--- src/rtl/sme_driver.sv ---
// Streams a string and/or pattern from local buffers to a matcher, then reports the
// matcher result or a timeout. States: IDLE, SEND_STR, SEND_PAT, WAIT, REPORT.
module sme_driver #(
  parameter int TIMEOUT = 255
) (
  input  logic       i_clk,
  input  logic       i_rst_n,
  input  logic       i_wr_en,
  input  logic       i_wr_sel,
  input  logic [4:0] i_wr_addr,
  input  logic [7:0] i_wr_data,
  input  logic       i_start,
  input  logic       i_new_str,
  input  logic [5:0] i_str_len,
  input  logic [3:0] i_pat_len,
  input  logic       i_valid,
  input  logic       i_match,
  input  logic [4:0] i_match_index,
  output logic       o_busy,
  output logic [7:0] o_chardata,
  output logic       o_isstring,
  output logic       o_ispattern,
  output logic       o_res_valid,
  output logic       o_res_match,
  output logic [4:0] o_res_index,
  output logic       o_res_timeout
);
  localparam logic [7:0] TIMEOUT_CNT = TIMEOUT[7:0];

  typedef enum logic [2:0] {IDLE, SEND_STR, SEND_PAT, WAIT, REPORT} state_t;

  state_t     r_state;
  logic [7:0] r_str_buf [32];
  logic [7:0] r_pat_buf [8];
  logic       r_busy;
  logic [7:0] r_chardata;
  logic       r_isstring;
  logic       r_ispattern;
  logic       r_res_valid;
  logic       r_res_match;
  logic [4:0] r_res_index;
  logic       r_res_timeout;
  logic       r_str_sent;
  logic [4:0] r_str_last;
  logic [2:0] r_pat_last;
  logic [4:0] r_sidx;
  logic [2:0] r_pidx;
  logic [7:0] r_wait;

  logic [4:0] w_str_last;
  logic [2:0] w_pat_last;
  logic [4:0] w_sidx_next;
  logic [2:0] w_pidx_next;

  // Length 32 (or 8) wraps to all-ones after the subtract, which is the last index.
  assign w_str_last  = (i_str_len == 6'd0 || i_str_len > 6'd32) ? 5'd31 : i_str_len[4:0] - 5'd1;
  assign w_pat_last  = (i_pat_len == 4'd0 || i_pat_len > 4'd8)  ? 3'd7  : i_pat_len[2:0] - 3'd1;
  assign w_sidx_next = r_sidx + 5'd1;
  assign w_pidx_next = r_pidx + 3'd1;

  always_ff @(posedge i_clk) begin
    if (i_wr_en && !r_busy) begin
      if (i_wr_sel) r_pat_buf[i_wr_addr[2:0]] <= i_wr_data;
      else          r_str_buf[i_wr_addr]      <= i_wr_data;
    end
  end

  always_ff @(posedge i_clk or negedge i_rst_n) begin
    if (!i_rst_n) begin
      r_state       <= IDLE;
      r_busy        <= 1'b0;
      r_chardata    <= 8'd0;
      r_isstring    <= 1'b0;
      r_ispattern   <= 1'b0;
      r_res_valid   <= 1'b0;
      r_res_match   <= 1'b0;
      r_res_index   <= 5'd0;
      r_res_timeout <= 1'b0;
      r_str_sent    <= 1'b0;
      r_str_last    <= 5'd0;
      r_pat_last    <= 3'd0;
      r_sidx        <= 5'd0;
      r_pidx        <= 3'd0;
      r_wait        <= 8'd0;
    end else begin
      case (r_state)
        IDLE: begin
          if (i_start) begin
            r_busy     <= 1'b1;
            r_pidx     <= 3'd0;
            r_pat_last <= w_pat_last;
            if (i_new_str || !r_str_sent) begin
              r_str_sent <= 1'b1;
              r_str_last <= w_str_last;
              r_sidx     <= 5'd0;
              r_isstring <= 1'b1;
              r_chardata <= r_str_buf[5'd0];
              r_state    <= SEND_STR;
            end else begin
              r_ispattern <= 1'b1;
              r_chardata  <= r_pat_buf[3'd0];
              r_state     <= SEND_PAT;
            end
          end
        end
        SEND_STR: begin
          if (r_sidx == r_str_last) begin
            r_isstring  <= 1'b0;
            r_ispattern <= 1'b1;
            r_chardata  <= r_pat_buf[3'd0];
            r_state     <= SEND_PAT;
          end else begin
            r_sidx     <= w_sidx_next;
            r_chardata <= r_str_buf[w_sidx_next];
          end
        end
        SEND_PAT: begin
          if (r_pidx == r_pat_last) begin
            r_ispattern <= 1'b0;
            r_chardata  <= 8'd0;
            r_wait      <= 8'd0;
            r_state     <= WAIT;
          end else begin
            r_pidx     <= w_pidx_next;
            r_chardata <= r_pat_buf[w_pidx_next];
          end
        end
        WAIT: begin
          // A result arriving on the timeout cycle still wins.
          if (i_valid) begin
            r_res_match   <= i_match;
            r_res_index   <= i_match_index;
            r_res_timeout <= 1'b0;
            r_res_valid   <= 1'b1;
            r_state       <= REPORT;
          end else if (r_wait == TIMEOUT_CNT) begin
            r_res_match   <= 1'b0;
            r_res_index   <= 5'd0;
            r_res_timeout <= 1'b1;
            r_res_valid   <= 1'b1;
            r_state       <= REPORT;
          end else begin
            r_wait <= r_wait + 8'd1;
          end
        end
        REPORT: begin
          r_res_valid <= 1'b0;
          r_busy      <= 1'b0;
          r_state     <= IDLE;
        end
        default: r_state <= IDLE;
      endcase
    end
  end

  assign o_busy        = r_busy;
  assign o_chardata    = r_chardata;
  assign o_isstring    = r_isstring;
  assign o_ispattern   = r_ispattern;
  assign o_res_valid   = r_res_valid;
  assign o_res_match   = r_res_match;
  assign o_res_index   = r_res_index;
  assign o_res_timeout = r_res_timeout;
endmodule
--- config.mk ---
export PLATFORM = sky130hd
export DESIGN_NAME = sme_driver
export DESIGN_NICKNAME = d
export VERILOG_FILES = /design/src/rtl/sme_driver.sv
export SDC_FILE = /design/constraint.sdc
export NUM_CORES = 1
export LEC_CHECK = 0
export ABC_AREA = 1
export BUFFER_PORTS_ARGS = -buffer_cell sky130_fd_sc_hd__buf_2
export CORE_UTILIZATION = 36
export CTS_CLUSTER_DIAMETER = 150
export DETAILED_ROUTE_END_ITERATION = 12
export SLEW_MARGIN = 25
export SYNTH_ARGS = -nofsm -noshare
export SYNTH_HDL_FRONTEND = slang
export SYNTH_SLANG_ARGS = --single-unit
--- constraint.sdc ---
create_clock -name i_clk -period 3.88 [get_ports i_clk]
set_clock_uncertainty 0.15 [all_clocks]
set_input_delay 0.776 -clock i_clk [delete_from_list [all_inputs] [get_ports i_clk]]
set_output_delay 0.776 -clock i_clk [all_outputs]
set_load 0.03 [all_outputs]
# Word-level counts from Yosys, hierarchy flattened
# Memory sizes are Yosys's and may differ from the RTL's.
# Index checks and enable logic that the tools add are counted.
# W data, S select, Z words.
dict set report word_totals {
  word_cells 119
  register_bits 47
  memories 2
  ramBits 320
  out_inout_bits 19
}
# name words width rd rd_ports_with_merged_regs wr line_no
set mem_list {}
lappend mem_list {r_str_buf 32 8 2 0 1 33} ;# logic [7:0] r_str_buf [32];
lappend mem_list {r_pat_buf 8 8 2 0 1 34} ;# logic [7:0] r_pat_buf [8];
dict set report classes {
  order_cmp 2
  eq_ne 17
  reduce_logical 28
  mux 50
  n_addsub 5
}
# op count
set ops {}
lappend ops {{$mux W8} 7}
lappend ops {{$mux W5} 6}
lappend ops {{$mux W3} 8}
lappend ops {{$pmux W8 S3} 1}
lappend ops {{$mux W1} 19}
lappend ops {{$ne A2 B2 Y1 const B} 9}
lappend ops {{$pmux W8 S2} 1}
lappend ops {{$reduce_and A4 Y1} 4}
lappend ops {{$pmux W3 S4} 1}
lappend ops {{$reduce_bool A2 Y1} 6}
lappend ops {{$pmux W5 S2} 1}
lappend ops {{$reduce_and A2 Y1} 5}
lappend ops {{$add A8 B1 Y8 const B} 1}
lappend ops {{$eq A8 B8 Y1 const B} 1}
lappend ops {{$eq A3 B2 Y1 const B} 2}
lappend ops {{$gt A6 B6 Y1 const B} 1}
lappend ops {{$logic_not A6 Y1} 1}
lappend ops {{$pmux W1 S2} 3}
lappend ops {{$pmux W3 S2} 1}
lappend ops {{$reduce_and A3 Y1} 2}
lappend ops {{$add A5 B1 Y5 const B} 1}
lappend ops {{$eq A5 B5 Y1} 1}
lappend ops {{$reduce_and A5 Y1} 1}
lappend ops {{$sub A5 B1 Y5 const B} 1}
lappend ops {{15 further kinds} 18}

# Logic depth before layout (Yosys ltp)
# Gate-level depths: netlist (run 1).
dict set report logic_depth {
  word_depth 5
  mapped_depth 13
}

# Worst setup path after synthesis (run 1)
# OpenSTA, ideal clock, no wires.
dict set report synth_path {
  path_kind {input to register}
  start {input i_wr_en}
  end {memory r_str_buf[0][0] (enable)}
  setup_time_ns 0.370
  arrival_ns 1.629
  t_required_ns 3.360
  path_stages 4
  path_slack_ns 1.730
  cell_sequence {nand2_1 -> nor2_1 -> nand3_1 -> nor2_1}
}
dict set report synth_via {
  elab_chain_len 3
}
# item line_no
set synth_lines {}
lappend synth_lines {{from (decl)} 8} ;# input logic i_wr_en,
lappend synth_lines {{$logic_and A1 B1 Y1} 62} ;# if (i_wr_en && !r_busy) begin
lappend synth_lines {{$mux W1} 62}
lappend synth_lines {{$mux W1 (not written as such)} 64} ;# else r_str_buf[i_wr_addr] <= i_wr_data;
lappend synth_lines {{to (decl)} 33}
# Every way passes these cells.

# Worst setup path in the final report (run 1)
dict set report layout_path {
  start {register r_sidx[0]}
  end {register r_chardata[3] (netlist: o_chardata[3])}
}
dict set report layout_via {
  elab_chain_len 4
  word_cells_on_any_way 5
}
# item line_no
set layout_lines {}
lappend layout_lines {{from (decl)} 46} ;# logic [4:0] r_sidx;
lappend layout_lines {{from (signal assigned)} 113} ;# r_sidx <= w_sidx_next;
lappend layout_lines {{$add A5 B1 Y5} 58} ;# assign w_sidx_next = r_sidx + 5'd1;
lappend layout_lines {{$mem_v2 Z32 W8} n/a}
lappend layout_lines {{$mux W8 (*)} 107} ;# if (r_sidx == r_str_last) begin
lappend layout_lines {{$pmux W8 S3 (*)} 86} ;# case (r_state)
lappend layout_lines {{to (signal assigned)} 97} ;# r_chardata <= r_str_buf[5'd0];
lappend layout_lines {{to (signal assigned)} 110} ;# r_chardata <= r_pat_buf[3'd0];
lappend layout_lines {{to (signal assigned)} 114} ;# r_chardata <= r_str_buf[w_sidx_next];
lappend layout_lines {{to (decl)} 36} ;# logic [7:0] r_chardata;
# Mark *: on every way between the ends. The rest lies on a longest branch, timed or not.
# A chain may end at the register's enable or synchronous reset.

==> flow_metrics.env, run 1 <==
export IMPL_rows=75
export IMPL_num_nets_final=1547
export IMPL_finalSetupTns_ns=0
export IMPL_postCtsSetupRepairBufs=0
export IMPL_first_pass_iters=6
export IMPL_area_delta_synth_final_pct=13.46
export IMPL_cts_root_buf="clkbuf_16"
export IMPL_status="finished, final reports clean"
export IMPL_grt_pass1_vias=10420
export IMPL_worst_slew_pin_slew_ns=1.029
export IMPL_dp_cells=2041
export IMPL_fin_ws_ns=1.172
export IMPL_relSlewSlack_pct=31.37
export IMPL_worstSetupPathType="flip-flop to flip-flop"
export IMPL_grt_total_usage_pct=17.81
export IMPL_startpoint_type="flip-flop"
export IMPL_clk_path_buf_depth=3
export IMPL_holdWs_ns=0.1978
export IMPL_grt_ovfl_total=0
export IMPL_routabilityCongestion=0.9503
export IMPL_die_area_sq_um=44160
export IMPL_rsz0062_at_grt="false"
export IMPL_cts_tree="built"
export IMPL_ctsHoldBuffers=0
export IMPL_netlist_area_sq_um=15600
export IMPL_htreeDepth=2
export IMPL_ant_nets=0
export IMPL_synth_warnings=0
export IMPL_finalMaxSlewViolations=0
export IMPL_drt_iter0_drc=1254
export IMPL_port_buffers=54
export IMPL_die_x_um=210.1
export IMPL_power_density_nw_per_um2=771.5
export IMPL_avgSynthCellArea_sq_um=10.73
export IMPL_ios=55
export IMPL_cts_resized=0
export IMPL_synth_async_reset_ratio_pct=12.81
export IMPL_cp_end_kind="flip-flop"
export IMPL_setup_viol=0
export IMPL_min_path_type="input port to async pin"
export IMPL_post_route_period_util_pct=69.80
export IMPL_grt_max_degree=85
export IMPL_syn_inst=1453
export IMPL_crit_arrival_ns=2.97
export IMPL_synth_seq_cells=367
export IMPL_start_util_pct=36.85
export IMPL_fin_cells=2110
export IMPL_maxCapViolCount=0
export IMPL_synth_nets=1495
export IMPL_antenna_cells=0
export IMPL_ys_seq_area_share_pct=69.15
export IMPL_ir_drop_v=0.0005911
export IMPL_fp_coreArea_sq_um=42320
export IMPL_path_clk_slew_ns=0.06
export IMPL_drc=0
export IMPL_antenna_found_initial=0
export IMPL_vias=10810
export IMPL_finalHoldViolations=0
export IMPL_min_period_ns=2.708
export IMPL_dp_hpwl_mm=24.51
export IMPL_clock_sinks=367
export IMPL_avgRoutedWirePerCell_um=18.58
export IMPL_crit_fanout=18
export IMPL_synthDistinctLibCells=36
export IMPL_routed_wl_mm=39.20
export IMPL_fmax_mhz=369.3
export IMPL_cts_buffers=39
export IMPL_grt_pass1_wl_mm=60.60
export IMPL_synth_edf_count=320
export IMPL_worstSkewPairLatency_ns=0.53
export IMPL_die_h_um=210.1
export IMPL_avgViaCountPerCell=5.125
export IMPL_synthFlopType="edfxtp_1"
export IMPL_drive_gt1_share_pct=9.720
export IMPL_static_leakage_power_uw=0.006532
export IMPL_critPathRequiredTime_ns=4.14
export IMPL_pre_cts_slack_ns=0.7467
-- worst paths after layout --
kind / cells past startpoint / slack [ns] / startpoint / endpoint
worst min-delay path: 1 / 0.20 / i_rst_n / o_res_valid
worst max-delay path: 10 / 1.17 / r_sidx[0] / o_chardata[3]
max in group asynchronous: 2 / 2.68 / i_rst_n / r_wait[0]
worst max register to register: 10 / 1.17 / r_sidx[0] / o_chardata[3]
worst min register to register: 2 / 0.30 / r_str_sent / r_str_sent
min in group i_clk: 2 / 0.30 / i_pat_len[0] / r_pat_last[0]
-- cell usage in the layout (no fill, tap or decap), types with 2 or more instances in the layout --
| master | Yosys | final |
|---|---|---|
| xor2_2 | 1 | 2 |
| clkbuf_1 | 29 | 14 |
| xor2_1 | 6 | 5 |
| buf_4 | 1 | 20 |
| dfrtp_1 | 47 | 46 |
| clkinv_1 | 1 | 4 |
| nand3_1 | 160 | 160 |
| a31oi_1 | 9 | 9 |
| nand4_1 | 3 | 3 |
| nand2_1 | 232 | 232 |
| a21oi_1 | 9 | 9 |
| xnor2_1 | 8 | 7 |
| nor3_1 | 2 | 2 |
| edfxtp_1 | 320 | 320 |
| inv_1 | 63 | 63 |
| o21ai_0 | 135 | 135 |
| nor2_1 | 336 | 336 |
| buf_2 | 29 | 54 |
| clkbuf_16 | 0 | 40 |
| nor2_2 | 4 | 4 |
| clkinv_2 | 0 | 8 |
| buf_12 | 0 | 3 |
| o21ai_1 | 17 | 17 |
| ha_1 | 6 | 5 |
| inv_2 | 4 | 4 |
| a22oi_1 | 4 | 4 |
| o211ai_1 | 10 | 10 |
-- cell families after synthesis --
family                   Yosys count  synth area share (%)
AND/OR/NAND/NOR                  742                 19.49
flip-flops                       367                 69.15
AO/OA/AOI/OAI                    189                 6.458
buffers and inverters            134                 3.530
XOR/XNOR                          15                0.8905
adder cells (fa/ha/maj)            6                0.4813
-- cell type report --
type	count	area, sq um
Tap cell	577	721.9
Timing Repair Buffer	77	480.5
Clock buffer	54	1054
Inverter	68	255.2
Multi-Input combinational cell	952	4278
Sequential cell	367	10790
Clock inverter	15	117.6
Fill cell	4034	24630
-- metal layers --
metal | up-vias | routed length [um] | GRT usage [%]
met5 | - | 0 | 0
met4 | 0 | 613 | 3.826
met3 | 47 | 2671 | 2.801
met2 | 387 | 18320 | 28.99
met1 | 5283 | 17590 | 25.15
li1 | 5097 | - | -
-- per-stage QoR --
stage / total power [uW] / area, sq um / util (%)
after detailed placement: 10240 / 16520 / 39.05
after global placement: 10230 / 16520 / 39.05
after global routing: 14520 / 17700 / 41.81
after CTS: 13700 / 17700 / 41.81
after floorplan: 8520 / 15600 / -
final: 13650 / 17700 / 41.81
-- Yosys cell counts, types with 2 or more instances --
master	count	area share, %
nand4_1	3	0.12
buf_1	6	0.14
inv_2	4	0.096
nor2_1	336	8.1
a31oi_1	9	0.36
xnor2_1	8	0.45
nor3_1	2	0.064
a22oi_1	4	0.19
nand2_1	232	5.6
o211ai_1	10	0.48
buf_2	29	0.93
ha_1	6	0.48
o21ai_1	17	0.55
xor2_1	6	0.34
clkbuf_1	29	0.70
dfrtp_1	47	7.5
inv_1	63	1.5
nor2_2	4	0.16
o21ai_0	135	4.3
nand3_1	160	5.1
a21oi_1	9	0.29
edfxtp_1	320	62
-- flip-flops by register name, summed over array words and instances, names as in the netlist --
| register | flops |
|---|---|
| r_str_buf | 256 |
| o_chardata | 8 |
| o_res_valid | 1 |
| o_isstring | 1 |
| r_state | 3 |
| r_sidx | 5 |
| o_res_match | 1 |
| r_str_sent | 1 |
| r_str_last | 5 |
| o_res_index | 5 |
| o_res_timeout | 1 |
| o_ispattern | 1 |
| r_pat_last | 3 |
| o_busy | 1 |
| r_wait | 8 |
| r_pidx | 3 |
| r_pat_buf | 64 |
-- critical path, cell delays in order, from the launching register on --
cell and delay [ns]:
dfrtp_4 0.50, ha_2 0.24, xnor2_2 0.68, buf_4 0.38, nand3_1 0.16, nand3_1 0.11
nand2_1 0.06, nand2_1 0.06, nand3_1 0.11, nand2_1 0.09, nand2_1 0.05
-- power by group --
group / leakage, uW / total [uW] / switching [uW] / internal, uW
Clock: 0.000577 / 3450 / 1480 / 1970
Combinational: 0.00251 / 5500 / 3810 / 1690
Sequential: 0.00345 / 4700 / 191 / 4510
Total: 0.00653 / 13700 / 5480 / 8170
Note: power is estimated with default switching activity, not from simulation.
==> run 2: changes to the inputs <==
Clock period 3.88 ns to 2.5 ns, I/O delays scaled along.
==> run 2 against run 1 <==
Fmax rose by 15%; global-route usage rose by 1.0 points; flip-flop and latch count did not move; register-to-register slack got worse by 1.0 ns; via count rose by 2.0%; total power rose by 59%; critical path depth did not move; routed wire length rose by 5.1%; critical path type unchanged; critical endpoint is now o_chardata[7]; highest routed layer unchanged.
==> flow_metrics.env, run 2 (synthesized netlist as in run 1, its figures left out) <==
export IMPL_status="finished, final reports clean"
export IMPL_worstSkewPairLatency_ns=0.54
export IMPL_num_nets_final=1611
export IMPL_largest_register_ffs=256
export IMPL_routed_wl_mm=41.18
export IMPL_cts_tree="built"
export IMPL_drive_gt1_share_pct=13.57
export IMPL_slowest_stage="dfrtp_4"
export IMPL_rsz0062_at_grt="false"
export IMPL_ios=55
export IMPL_crit_fanout=56
export IMPL_grt_max_degree=90
export IMPL_finalHoldViolations=0
export IMPL_clk_path_buf_depth=3
export IMPL_min_period_ns=2.360
export IMPL_finalSetupTns_ns=0
export IMPL_holdWs_ns=0.05218
export IMPL_startpoint_type="flip-flop"
export IMPL_cts_buffers=40
export IMPL_die_x_um=210.1
export IMPL_cp_end_kind="flip-flop"
export IMPL_cp_common_cell="nand3_1"
export IMPL_crit_arrival_ns=2.68
export IMPL_ant_nets=0
export IMPL_final_common_cell="nor2_1"
export IMPL_static_leakage_power_uw=0.006917
export IMPL_die_area_sq_um=44160
export IMPL_path_delay_family="simple AND/OR/NAND/NOR gates"
export IMPL_slowest_delay_ns=0.52
export IMPL_power_density_nw_per_um2=1183
export IMPL_critPathRequiredTime_ns=2.82
export IMPL_start_util_pct=36.85
export IMPL_avgRoutedWirePerCell_um=18.93
export IMPL_dp_hpwl_mm=26.23
export IMPL_path_cells="ha_2 > buf_12 > nand3_1 > nand3_1 > nand3_1 > nand3_1 > nand3_1 > nand2_1 > nand2_1 > nand2_1"
export IMPL_fillers=3949
export IMPL_largest_register="r_str_buf"
export IMPL_antenna_cells=0
export IMPL_clock_sinks=367
export IMPL_post_route_period_util_pct=94.39
export IMPL_fmax_mhz=423.8
export IMPL_worst_slew_pin_slew_ns=0.8861
export IMPL_drc=0
export IMPL_path_clk_slew_ns=0.06
export IMPL_ir_drop_v=0.0008576
export IMPL_grt_pass1_wl_mm=63.44
export IMPL_port_buffers=54
export IMPL_drt_iter0_drc=1145
export IMPL_finalMaxSlewViolations=0
export IMPL_grt_ovfl_total=0
export IMPL_die_h_um=210.1
export IMPL_vias=11030
export IMPL_cp_num_buf_inv=1
export IMPL_area_delta_synth_final_pct=17.54
export IMPL_grt_total_usage_pct=18.84
export IMPL_fp_coreArea_sq_um=42320
export IMPL_worstSetupPathType="flip-flop to flip-flop"
export IMPL_relSlewSlack_pct=40.71
export IMPL_cts_root_buf="clkbuf_16"
export IMPL_maxCapViolCount=0
export IMPL_min_path_type="input port to flip-flop"
export IMPL_fin_util_pct=43.31
export IMPL_rows=75
export IMPL_antenna_found_initial=0
export IMPL_layout_common_cells="335 x nor2_1, 320 x edfxtp_1, 232 x nand2_1, 160 x nand3_1, 135 x o21ai_0"
export IMPL_routabilityCongestion=0.9437
export IMPL_avgViaCountPerCell=5.069
export IMPL_grt_pass1_vias=10880
export IMPL_first_pass_iters=5
export IMPL_setup_viol=0
export IMPL_htreeDepth=2
run 2: worst paths after layout:
check / from / endpoint / slack (ns) / cells past startpoint
min in group asynchronous: i_rst_n / o_res_index[0] / 0.22 / 2
worst min register to register: o_res_index[0] / o_res_index[0] / 0.31 / 2
max in group asynchronous: i_rst_n / r_sidx[0] / 1.38 / 3
worst max-delay path: r_sidx[0] / o_chardata[7] / 0.14 / 10
worst max register to register: r_sidx[0] / o_chardata[7] / 0.14 / 10
worst min-delay path: i_match_index[0] / o_res_index[0] / 0.05 / 3
run 2: layer usage:
metal  GRT usage [%]  up-vias  part of all wire (%)
li1                -     5221                     -
met1           25.53     5327                    43
met2           30.30      410                    47
met3           3.799       72                   7.6
met4           6.091        0                   2.6
met5               0        -                     0
run 2: where the power goes:
group          total (uW)  switching, uW  internal, uW
registers            7260            269          6990
logic                8900           6040          2860
clock network        5530           2360          3170
run 2: area by class of cell:
class	instances	area [sq um]	share of cell area [%]
repair buffers	140	1071	5.843
clock inverters	19	122.6	0.6689
flip-flops and latches	367	10790	58.86
clock buffers	53	1091	5.952
multi-input cells	952	4280	23.35
well taps	577	721.9	3.938
inverters	68	255.2	1.392
run 2: worst reg2reg max path: cells and delay by family (launching register included):
| kind | cells | cell delay (ns) |
|---|---|---|
| flip-flops | 1 | 0.52 |
| buffers and inverters | 1 | 0.28 |
| AND/OR/NAND/NOR | 8 | 0.97 |
| adder cells (fa/ha/maj) | 1 | 0.39 |
run 2: repair_timing:
action | in CTS | in global routing
hold endpoints to repair | 11 | 0
resized for setup | 0 | 1
setup endpoints to repair | 0 | 1
hold buffers | 2 | 0
setup buffers | 0 | 0
run 2: metrics by stage:
| step | instance area [sq um] | total power, uW | setup slack (ns) | std cells |
|---|---|---|---|---|
| after global routing | 18330 | 23030 | 0.01697 | 2176 |
| after CTS | 18330 | 21790 | 0.1370 | 2176 |
| final | 18330 | 21690 | 0.1403 | 2176 |
| after floorplan | 15600 | 13220 | 0.4819 | 1453 |
| after global placement | 17100 | 16200 | 0.1706 | 2102 |
| after detailed placement | 17100 | 16210 | 0.1550 | 2102 |
